### src/rtl/line_window_ctrl.sv
// Purpose: sequences line-buffer RAM reads/writes and tracks column, row and tap validity per frame.
// Latency: read slot 1 cycle after an accepted pixel, write slot 2 cycles after; line/frame pulses 1 cycle after dv falls.
// Backpressure: none; the pixel stream is consumed unconditionally, and excess pixels are dropped and flagged.
module line_window_ctrl #(
    parameter int SCREENWIDTH  = 1600,
    parameter int SCREENHEIGHT = 900,
    parameter int BUF_DEPTH    = 3,
    parameter int ADDR_W       = 11,
    parameter int ROW_W        = 11
) (
    input  logic                 clk,
    input  logic                 rst,
    input  logic                 dv_i,
    input  logic                 hs_i,
    input  logic                 vs_i,
    output logic                 mem_en_o,
    output logic                 mem_we_o,
    output logic [ADDR_W-1:0]    rd_addr_o,
    output logic [ADDR_W-1:0]    wr_addr_o,
    output logic [ADDR_W-1:0]    col_o,
    output logic [ROW_W-1:0]     row_o,
    output logic                 first_col_o,
    output logic                 last_col_o,
    output logic [BUF_DEPTH-1:0] row_valid_o,
    output logic                 line_done_o,
    output logic                 frame_done_o,
    output logic                 len_err_o,
    output logic                 height_err_o
);

    // One extra bit so the column counter can hold SCREENWIDTH itself (the saturation point).
    localparam int COL_W = ADDR_W + 1;
    localparam logic [COL_W-1:0] COL_MAX  = COL_W'(SCREENWIDTH);
    localparam logic [COL_W-1:0] COL_LAST = COL_W'(SCREENWIDTH - 1);
    localparam logic [ROW_W-1:0] ROW_LAST = ROW_W'(SCREENHEIGHT - 1);

    typedef enum logic [2:0] {
        ST_IDLE,
        ST_VBLANK,
        ST_LINE,
        ST_HBLANK,
        ST_DONE
    } state_t;

    state_t           state_q, state_d;
    logic             vs_q, dv_q, skip_q;
    logic             rd_vld_q, wr_vld_q;
    logic [COL_W-1:0] col_cnt_q;
    logic             vs_rise, dv_fall, accept, pix_ok, line_end, last_row;

    // Lines are delimited by dv alone; hs is accepted on the port but carries no control meaning here.
    logic unused_hs;
    assign unused_hs = hs_i;

    assign vs_rise  = vs_i & ~vs_q;
    assign dv_fall  = ~dv_i & dv_q;
    // A dv run that overlapped a frame start is skipped until dv drops and rises again.
    assign accept   = dv_i & ~skip_q & ~vs_rise &
                      ((state_q == ST_VBLANK) || (state_q == ST_HBLANK) || (state_q == ST_LINE));
    assign pix_ok   = accept & (col_cnt_q < COL_MAX);
    assign line_end = (state_q == ST_LINE) & dv_fall & ~vs_rise;
    assign last_row = (row_o == ROW_LAST);

    assign mem_we_o = wr_vld_q;
    assign mem_en_o = rd_vld_q | wr_vld_q;

    // State register.
    always_ff @(posedge clk) begin
        if (rst) state_q <= ST_IDLE;
        else     state_q <= state_d;
    end

    // Next-state logic; frame start overrides every other event.
    always_comb begin
        state_d = state_q;
        if (vs_rise) begin
            state_d = ST_VBLANK;
        end else begin
            case (state_q)
                ST_IDLE:   state_d = ST_IDLE;
                ST_VBLANK: if (accept) state_d = ST_LINE;
                ST_HBLANK: if (accept) state_d = ST_LINE;
                ST_LINE:   if (dv_fall) state_d = last_row ? ST_DONE : ST_HBLANK;
                ST_DONE:   state_d = ST_DONE;
                default:   state_d = ST_IDLE;
            endcase
        end
    end

    // Datapath: edge detect, column/row counters, read/write slots, tap validity and error flags.
    always_ff @(posedge clk) begin
        if (rst) begin
            vs_q         <= 1'b0;
            dv_q         <= 1'b0;
            skip_q       <= 1'b0;
            rd_vld_q     <= 1'b0;
            wr_vld_q     <= 1'b0;
            col_cnt_q    <= '0;
            rd_addr_o    <= '0;
            wr_addr_o    <= '0;
            col_o        <= '0;
            row_o        <= '0;
            first_col_o  <= 1'b0;
            last_col_o   <= 1'b0;
            row_valid_o  <= '0;
            line_done_o  <= 1'b0;
            frame_done_o <= 1'b0;
            len_err_o    <= 1'b0;
            height_err_o <= 1'b0;
        end else begin
            vs_q         <= vs_i;
            dv_q         <= dv_i;
            line_done_o  <= 1'b0;
            frame_done_o <= 1'b0;
            first_col_o  <= 1'b0;
            last_col_o   <= 1'b0;
            rd_vld_q     <= 1'b0;
            // The write of a column trails its read by one cycle.
            wr_vld_q     <= rd_vld_q;
            if (rd_vld_q) wr_addr_o <= rd_addr_o;

            if (vs_rise)    skip_q <= dv_i;
            else if (!dv_i) skip_q <= 1'b0;

            if (vs_rise) begin
                col_cnt_q    <= '0;
                col_o        <= '0;
                row_o        <= '0;
                row_valid_o  <= '0;
                len_err_o    <= 1'b0;
                height_err_o <= 1'b0;
            end else begin
                if (accept) begin
                    if (pix_ok) begin
                        rd_vld_q    <= 1'b1;
                        rd_addr_o   <= col_cnt_q[ADDR_W-1:0];
                        col_o       <= col_cnt_q[ADDR_W-1:0];
                        first_col_o <= (col_cnt_q == '0);
                        last_col_o  <= (col_cnt_q == COL_LAST);
                        col_cnt_q   <= col_cnt_q + COL_W'(1);
                    end else begin
                        len_err_o   <= 1'b1;
                    end
                    if (row_o == '0) row_valid_o[0] <= 1'b1;
                end
                if (line_end) begin
                    line_done_o <= 1'b1;
                    col_cnt_q   <= '0;
                    row_valid_o <= {row_valid_o[BUF_DEPTH-2:0], 1'b1};
                    if (last_row) frame_done_o <= 1'b1;
                    else          row_o <= row_o + ROW_W'(1);
                end
                if ((state_q == ST_DONE) && dv_i) height_err_o <= 1'b1;
            end
        end
    end

endmodule

### config.mk
export PLATFORM = sky130hd
export DESIGN_NAME = line_window_ctrl
export DESIGN_NICKNAME = d
export VERILOG_FILES = /design/src/rtl/line_window_ctrl.sv
export SDC_FILE = /design/constraint.sdc
export NUM_CORES = 1
export LEC_CHECK = 0
export CAP_MARGIN = 30
export CELL_PAD_IN_SITES_DETAIL_PLACEMENT = 0
export CELL_PAD_IN_SITES_GLOBAL_PLACEMENT = 2
export CORE_ASPECT_RATIO = 0.8
export CORE_MARGIN = 2
export CORE_UTILIZATION = 39
export CTS_CLUSTER_DIAMETER = 80
export DETAILED_ROUTE_END_ITERATION = 10
export DONT_BUFFER_PORTS = 1
export PLACE_DENSITY_LB_ADDON = 0.1
export SYNTH_ARGS = -nofsm -noshare
export SYNTH_HDL_FRONTEND = slang
export SYNTH_SLANG_ARGS = --single-unit
### constraint.sdc
create_clock -name clk -period 3.1 [get_ports clk]
set_input_delay 0.62 -clock clk [delete_from_list [all_inputs] [get_ports clk]]
set_output_delay 0.62 -clock clk [all_outputs]
set_load 0.02 [all_outputs]
==> impl_metrics.ini <==
[outcome]
status = finished, final reports clean

[placement]
dpl_cell_area_um2 = 3090
dp_hpwl_um = 5060
io_buffer_count = 0
gp_congestion = 0.751

[timing]
final_max_slew_viol_count = 0
finClkSkew_ps = 13.0
setup_viol = 0
hold_viol_final = 0
layout_min_cycle_time_ps = 2290
max_freq_mhz = 436
final.period_utilization_pct = 73.9
rsz0062_at_grt = false
relSlewSlack_pct = 56.5
worstMarginPinSlew_ps = 652
hold_slack_ps = 337
setup_tns_ps = 0

[setup_path]
r2r_setup_slack_ps = 810
critPathMaxFanout = 25
setup.worst_path.end_class = flop
max_stage_delay_ps = 590
worstPathRequired_ps = 3370
cp_cell_sequence = nor4_1 -> nor2_2 -> buf_4 -> or4_1 -> a21oi_1
critical_path_arrival_ps = 2560
cpMaxStageDelayCell = nor4_1
startpoint_type = flop
worstSetupPathType = flop to flop

[synthesis]
ys_seq_area_share_pct = 48.5
synthDistinctLibCells = 44
synth.net_count = 343
yosysWarnings = 0
syn_area_um2 = 3010
avgSynthCellArea_um2 = 9.01
synth_cells = 334
synth_seq_cells = 73

[power_and_ir_drop]
ir_drop_mv = 0.261
leakage_nw = 1.05
cellPowerDensity_nw_per_um2 = 579

[clocking]
htree_levels = 3
cts_buffers = 9
cts_resized = 0
cts_max_path_buffers = 2
clock_latency_ps = 350
cts_setup_buffers = 0
cts_root_buf = clkbuf_8
path_clk_slew_ps = 80
clock_sinks = 73
postCtsHoldBufs = 0
cts_tree = built

[global_route]
grt_pass1_wl_um = 12000
grt_max_degree = 44
grt_overflow = 0
track_usage_pct = 18.9
grt_pass1_vias = 2181
grt_antenna_before_repair = 0

[routing]
drt_first_pass_iters = 4
ant_nets = 0
avgRoutedWirePerCell_um = 17.4
drt_iter0_drc = 148
viasPerCell = 5.59
drc_errors = 0
vias = 2454
totalWireLength_um = 7630

[final_layout]
n_antenna_cell = 0
syn2layout_area_growth_pct = 11.1
layout_commonest_cell = dfxtp_1
most-common-layout-cells = 73 x dfxtp_1, 41 x a21oi_1, 26 x nand3_1, 23 x nor2_1, 17 x o21ai_0
fin_area_um2 = 3340
drive_above_1_share_pct = 10.5
utilization_pct = 45.0
nNetsFinal = 338

[floorplanning]
dieArea_um2 = 8440
num_rows = 28
die_x_um = 102
initial_core_util_pct = 40.5
io_pins = 60
die_y_um = 82.6
core_um2 = 7430

[worst_hold_path]
hp-class = input port to flop

[job]
timing.max_cap.violations = 0
==> worst paths after layout <==
path / from / to / depth (start not counted)
setup / recovery: col_cnt_q[6] / col_cnt_q[5] / 5
setup reg to reg: col_cnt_q[6] / col_cnt_q[5] / 5
hold reg to reg: col_cnt_q[11] / col_cnt_q[11] / 1
hold / removal: rst / rd_addr_o[0] / 1
==> layout make-up <==
cell class                      instances  area (um2)
Clock buffer                           10         138
Inverter                                7        26.3
Sequential cell                        73        1460
Multi-Input combinational cell        231        1420
Clock inverter                          6         113
Fill cell                             749        4080
Tap cell                              105         131
Timing Repair Buffer                    7        52.6
==> state kept, by name (all words and copies together) (netlist names), 3 cells and up <==
register	count
col_cnt_q	12
col_o	11
rd_addr_o	11
row_o	11
row_valid_o	3
state_q	3
wr_addr_o	11
==> cell usage after synthesis <==
master	number	area, um2
a211oi_1	1	7.51
or2_2	2	12.5
buf_1	2	7.51
or3b_2	1	8.76
a21oi_1	41	205
or4_1	10	75.1
o31ai_1	8	60.1
nor2_1	24	90.1
o211ai_1	10	75.1
nand2_1	14	52.6
dfxtp_1	73	1460
nor4b_1	1	8.76
nor2b_1	5	31.3
buf_2	1	5.00
inv_1	7	26.3
and4_1	2	17.5
o41ai_1	1	8.76
or3_1	5	31.3
and4b_1	1	10.0
mux2i_1	12	120
nor4_2	1	12.5
nand4_1	7	43.8
clkbuf_1	18	67.6
xnor2_1	4	35.0
nor3b_1	1	7.51
o21ai_0	17	85.1
nand2b_1	4	25.0
a31oi_1	3	18.8
nor3_2	2	20.0
a31o_2	2	17.5
or3b_1	1	8.76
ha_1	4	50.1
and3_1	1	6.26
nor2b_4	1	13.8
or4_4	1	11.3
nand3_1	26	130
and2_1	1	6.26
buf_6	2	22.5
nor4_1	7	43.8
nor3_1	5	25.0
a311oi_1	1	8.76
a211o_1	2	17.5
or4b_2	1	10.0
nand4b_1	1	8.76
==> logic make-up (layout without fill, tap and decap cells) <==
group | after synthesis | after routing | synth area share (%)
simple gates | 125 | 125 | 23.6
compound gates | 86 | 86 | 16.8
flops | 73 | 73 | 48.5
buf+inv | 30 | 30 | 4.28
mux | 12 | 12 | 3.99
fa+ha+maj | 4 | 4 | 1.66
xor+xnor | 4 | 4 | 1.16
==> power by group <==
part,internal [mW],switching (mW)
sequential,0.942,0.00502
combinational,0.0170,0.0387
clock,0.561,0.373
==> worst max-delay path: cells and delay by family, from the launching register on <==
family	cells	cell delay, ps
and+or+nand+nor	3	1400
DFF	1	370
buffers and inverters	1	290
AOI/OAI and AO/OA	1	150
==> per-stage QoR <==
| stage | setup WS, ps | power [mW] | instances |
|---|---|---|---|
| after global routing | 628 | 2.00 | 439 |
| after global placement | 830 | 1.02 | 423 |
| after CTS | 807 | 1.96 | 439 |
| after floorplan | 924 | 1.02 | 334 |
| final | 809 | 1.94 | 439 |
| after detailed placement | 807 | 1.02 | 423 |
==> routing by layer <==
layer	track usage, %	share of wire [%]	vias up
met5	0	0	-
met4	5.87	0.35	0
met3	5.98	6.5	2
met2	23.9	41	72
met1	29.3	52	1155
li1	-	-	1225
Note: power is estimated with default switching activity, not from simulation.
